File: src/rtl/mux_arb_pkg.sv
// Shared types and widths for the round-robin mux arbiter.
// Latency: none (declarations only).
// Backpressure: n/a.
package mux_arb_pkg;

    localparam int N_SRC = 4;
    localparam int SEL_W = 2;
    localparam int CNT_W = 8;

    typedef enum logic [1:0] {
        ST_IDLE = 2'd0,
        ST_OWN  = 2'd1,
        ST_GAP  = 2'd2
    } state_t;

    function automatic logic [N_SRC-1:0] onehot(input logic [SEL_W-1:0] idx);
        logic [N_SRC-1:0] v;
        v = '0;
        v[idx] = 1'b1;
        return v;
    endfunction

endpackage

File: src/rtl/rr_pick.sv
// Rotating priority encoder: first set request at or after ptr, wrapping 3->0.
// Latency: combinational.
// Backpressure: n/a; hit_o low when no request is set.
module rr_pick
    import mux_arb_pkg::*;
(
    input  logic [N_SRC-1:0] req_i,
    input  logic [SEL_W-1:0] ptr_i,
    output logic [SEL_W-1:0] idx_o,
    output logic             hit_o
);

    logic [SEL_W-1:0] cand;

    // Walk offsets from farthest to nearest so the nearest set bit wins.
    always_comb begin
        idx_o = '0;
        hit_o = 1'b0;
        cand  = '0;
        for (int k = N_SRC - 1; k >= 0; k--) begin
            cand = ptr_i + SEL_W'(k);
            if (req_i[cand]) begin
                idx_o = cand;
                hit_o = 1'b1;
            end
        end
    end

endmodule

File: src/rtl/mux_rr_arbiter.sv
// Round-robin owner of the 4:1 mux select with a bounded ownership quantum.
// Latency: grant/sel one edge after req sampled; one GAP cycle between owners.
// Backpressure: owner holds while req stays high; forced off after QUANTUM cycles if contended.
module mux_rr_arbiter
    import mux_arb_pkg::*;
#(
    parameter int QUANTUM = 8
) (
    input  logic             clk_i,
    input  logic             rst_ni,
    input  logic [N_SRC-1:0] req_i,
    output logic [SEL_W-1:0] sel_o,
    output logic [N_SRC-1:0] grant_o,
    output logic             busy_o,
    output logic             expired_o
);

    localparam logic [CNT_W-1:0] QMAX = CNT_W'(QUANTUM);

    state_t           state_q;
    logic [SEL_W-1:0] ptr_q;
    logic [SEL_W-1:0] owner_q;
    logic [CNT_W-1:0] cnt_q;
    logic [CNT_W-1:0] cnt_d;
    logic [SEL_W-1:0] sel_q;
    logic [N_SRC-1:0] grant_q;
    logic             busy_q;
    logic             expired_q;

    logic [SEL_W-1:0] pick_idx;
    logic             pick_hit;
    logic             rel_vol;
    logic             rel_forced;

    rr_pick u_pick (
        .req_i (req_i),
        .ptr_i (ptr_q),
        .idx_o (pick_idx),
        .hit_o (pick_hit)
    );

    // A voluntary drop takes precedence, so expiry coinciding with a drop is not flagged.
    always_comb begin
        rel_vol    = ~req_i[owner_q];
        rel_forced = (cnt_q == QMAX) && ((req_i & ~onehot(owner_q)) != '0);
        cnt_d      = (cnt_q == QMAX) ? cnt_q : cnt_q + 1'b1;
    end

    always_ff @(posedge clk_i or negedge rst_ni) begin
        if (!rst_ni) begin
            state_q   <= ST_IDLE;
            ptr_q     <= '0;
            owner_q   <= '0;
            cnt_q     <= '0;
            sel_q     <= '0;
            grant_q   <= '0;
            busy_q    <= 1'b0;
            expired_q <= 1'b0;
        end else begin
            case (state_q)
                ST_OWN: begin
                    if (rel_vol || rel_forced) begin
                        state_q   <= ST_GAP;
                        grant_q   <= '0;
                        busy_q    <= 1'b0;
                        ptr_q     <= owner_q + 1'b1;
                        expired_q <= ~rel_vol;
                    end else begin
                        cnt_q     <= cnt_d;
                        expired_q <= 1'b0;
                    end
                end
                default: begin
                    expired_q <= 1'b0;
                    if (pick_hit) begin
                        state_q <= ST_OWN;
                        owner_q <= pick_idx;
                        sel_q   <= pick_idx;
                        grant_q <= onehot(pick_idx);
                        busy_q  <= 1'b1;
                        cnt_q   <= CNT_W'(1);
                    end else begin
                        state_q <= ST_IDLE;
                        grant_q <= '0;
                        busy_q  <= 1'b0;
                    end
                end
            endcase
        end
    end

    assign sel_o     = sel_q;
    assign grant_o   = grant_q;
    assign busy_o    = busy_q;
    assign expired_o = expired_q;

endmodule

File: config.mk
export PLATFORM = sky130hd
export DESIGN_NAME = mux_rr_arbiter
export DESIGN_NICKNAME = d
export VERILOG_FILES = /design/src/rtl/mux_arb_pkg.sv /design/src/rtl/rr_pick.sv /design/src/rtl/mux_rr_arbiter.sv
export SDC_FILE = /design/constraint.sdc
export NUM_CORES = 1
export LEC_CHECK = 0
export CAP_MARGIN = 20
export CORE_ASPECT_RATIO = 1.1
export CORE_MARGIN = 1
export CORE_UTILIZATION = 50
export CTS_CLUSTER_SIZE = 40
export DETAILED_ROUTE_END_ITERATION = 16
export PLACE_DENSITY_LB_ADDON = 0.05
export REMOVE_ABC_BUFFERS = 1
export SYNTH_ARGS = -nofsm -noshare
export SYNTH_HDL_FRONTEND = slang
export SYNTH_SLANG_ARGS = --single-unit
File: constraint.sdc
create_clock -name clk_i -period 2.8 [get_ports clk_i]
set_input_delay 0.56 -clock clk_i [delete_from_list [all_inputs] [get_ports clk_i]]
set_output_delay 0.56 -clock clk_i [all_outputs]
set_load 0.1 [all_outputs]
==> impl_metrics.py <==
metrics = {
    "placement": {
        "routabilityCongestion": 0.887,
        "dp_hpwl_um": 1410,
        "placedInstanceArea_um2": 1170,
        "port_buffers": 13,
    },
    "global_route": {
        "antenna_found_initial": 0,
        "overflow": 0,
        "busiest_layer": "met1",
        "grt_pass1_wl_um": 3330,
        "grtUsageMet3_pct": 2.20,
        "met1_usage_pct": 33.3,
        "grt_max_degree": 20,
        "gr-usage-met2_pct": 27.3,
        "grt_pass1_vias": 741,
        "grt_use_total_pct": 20.6,
    },
    "layout": {
        "synthToLayoutAreaGrowth_pct": 16.2,
        "fin_util_pct": 64.4,
        "drive_above_1_share_pct": 15.4,
        "stdcell_area_um2": 1200,
        "final_nets": 130,
        "diodes": 0,
    },
    "synthesis": {
        "synthesis.area_um2": 1030,
        "avgSynthCellArea_um2": 10.3,
        "postSynthCellCount": 100,
        "yosys.area.top_type": "dfrtp_1",
        "ys.flop_type": "dfrtp_1",
        "ys_seq_area_share_pct": 46.1,
        "synth_seq_cells": 19,
        "synthArstFlopShare_pct": 100,
        "synth_top_area_share_pct": 46.1,
        "synth_area_leaders": "dfrtp_1 46%, ha_1 7.3%, inv_1 3.6%",
        "ys_warn_count": 0,
        "yosysMostFrequentCell": "dfrtp_1",
        "synth_edf_count": 0,
        "synthDistinctLibCells": 34,
        "synth_top_cells_by_count": "19 x dfrtp_1, 10 x inv_1, 8 x nand2_1, 7 x nand3_1",
    },
    "sta": {
        "fmax_mhz": 486,
        "setup_viol": 0,
        "rsz0062_at_grt": "no",
        "fin_skew_ns": 0.00423,
        "worst_slew_pin_slew_ns": 0.825,
        "tns_ns": 0,
        "timing_hold_violations_final": 0,
        "maxSlewViolCount": 0,
        "post-route-period-util_pct": 73.4,
        "slew-limit-headroom_pct": 44.8,
        "fin_crit_ns": 2.06,
    },
    "setup_path": {
        "cpMaxStageDelayCell": "mux4_2",
        "start_kind": "primary input",
        "cp_slowest_stage_delay_ns": 0.52,
        "critPathKind": "primary input to register",
        "worstPathArrival_ns": 2.26,
        "cp_num_buf_inv": 1,
        "cp-end-kind": "register",
        "cp.required_ns": 3.00,
        "cp_max_fo": 10,
        "critical_path.cell_chain": "clkdlybuf4s50_1 -> mux4_2 -> and2_1 -> and2_4 -> or2_1",
        "crit_family": "simple AND/OR/NAND/NOR gates",
    },
    "clock_tree": {
        "clock_sinks": 19,
        "cts_root_buf": "clkbuf_4",
        "cts.repair.resized": 0,
        "clk_latency_ns": 0.30,
        "cts_buffers": 3,
        "cts_setup_buffers": 0,
        "cts_tree": "built",
        "h-tree-depth": 1,
        "holdBufCountCts": 0,
        "cts_max_path_buffers": 2,
        "clk_pin_slew_ns": 0.11,
    },
    "flow_run": {
        "maxCapViolCount": 0,
    },
    "floorplan": {
        "fp.coreArea_um2": 1860,
        "die_area_um2": 2250,
        "die-width_um": 45.3,
        "start_util_pct": 55.4,
        "rows": 16,
        "fp.dieH_um": 49.7,
        "num_io_pins": 14,
    },
    "pwr": {
        "p_leak_nw": 0.585,
        "finalPower_mw": 1.36,
        "ir_drop_uv": 719,
        "power-per-cell-area_nw_per_um2": 1140,
    },
    "routing": {
        "dr.pass1.iters": 6,
        "drc": 0,
        "wl_per_cell_um": 13.3,
        "drt_iter0_markers": 15,
        "post_drt_via_cell_ratio": 5.16,
        "ant_nets": 0,
        "drt_wl_total_um": 1920,
        "num_vias": 743,
    },
    "outcome": {
        "status": "completed",
    },
    "worst_hold_path": {
        "worstHoldPathType": "register to register",
    },
}
state kept, by name, indices dropped and copies added (netlist names):
name       count
state_q        2
expired_o      1
sel_o          2
ptr_q          2
grant_o        4
cnt_q          8
power by group:
group / leakage [nW] / switching, mW / internal, mW
sequential: 0.246 / 0.0834 / 0.354
combinational: 0.322 / 0.554 / 0.229
clock: 0.0177 / 0.0898 / 0.0533
worst register-to-register path, stage by stage, from the launching register on:
cell,delay (ns)
dfrtp_1,0.45
nor4_1,0.29
nand4b_1,0.22
o21bai_4,0.24
a21oi_2,0.24
mux2_1,0.35
per-stage QoR:
stage | instances | hold WS, ns | setup slack [ns]
2_1_floorplan | 99 | 0.264 | 0.441
3_3_place_gp | 140 | 0.495 | 0.456
3_5_place_dp | 140 | 0.486 | 0.407
4_1_cts | 144 | 0.515 | 0.739
5_1_grt | 144 | 0.534 | 0.649
6_report | 144 | 0.515 | 0.744
cell usage in the layout, fill, tap and decap left out, types with 2 or more instances in the layout:
| master | Yosys | routed |
|---|---|---|
| dfrtp_1 | 19 | 19 |
| inv_1 | 10 | 10 |
| buf_4 | 0 | 9 |
| nand2_1 | 8 | 8 |
| nand3_1 | 7 | 7 |
| nor2_1 | 6 | 6 |
| ha_1 | 6 | 6 |
| o21ai_0 | 5 | 5 |
| clkdlybuf4s50_1 | 0 | 5 |
| xor2_1 | 3 | 3 |
| a21oi_1 | 3 | 3 |
| o2bb2ai_1 | 3 | 3 |
| clkbuf_4 | 0 | 3 |
| o22ai_1 | 2 | 2 |
| mux2i_1 | 2 | 2 |
| and3_1 | 2 | 2 |
| nand4_1 | 2 | 2 |
| nor3_1 | 2 | 2 |
| a22o_1 | 2 | 2 |
worst paths after layout:
check | to | cells after the start | startpoint | slack [ns]
setup / recovery | state_q[0]$_DFFE_PN0P_ | 5 | req_i[0] | 0.74
setup reg to reg | ptr_q[1]$_DFFE_PN0P_ | 5 | cnt_q[4]$_DFFE_PN0P_ | 0.89
min in group asynchronous | cnt_q[6]$_DFFE_PN0P_ | 1 | rst_ni | 0.72
hold / removal | grant_o[1]$_DFFE_PN0P_ | 1 | grant_o[1]$_DFFE_PN0P_ | 0.52
hold reg to reg | grant_o[1]$_DFFE_PN0P_ | 1 | grant_o[1]$_DFFE_PN0P_ | 0.52
max in group asynchronous | ptr_q[1]$_DFFE_PN0P_ | 1 | rst_ni | 1.57
per-layer routing:
metal	vias to the layer above	share of wire, %
met4	0	2.0
met2	16	42
met1	335	53
met5	-	0
met3	5	3.1
li1	387	-
kinds of logic after synthesis:
family	count (synthesis)	share of synthesized area (%)
adders and majority gates	6	7.27
and+or+nand+nor	36	18.1
xor gates and xnor gates	3	2.55
buffers and inverters	11	4.73
DFF	19	46.1
muxes	4	5.21
AOI/OAI and AO/OA	21	16.1
layout make-up:
cell class	count	area, um2
flip-flops and latches	19	475
clock inverters	1	5.00
well taps	27	33.8
repair buffers	14	118
inverters	10	37.5
clock buffers	3	22.5
multi-input cells	70	508
fillers	168	662
No activity file was read; power rests on OpenSTA's default activity.
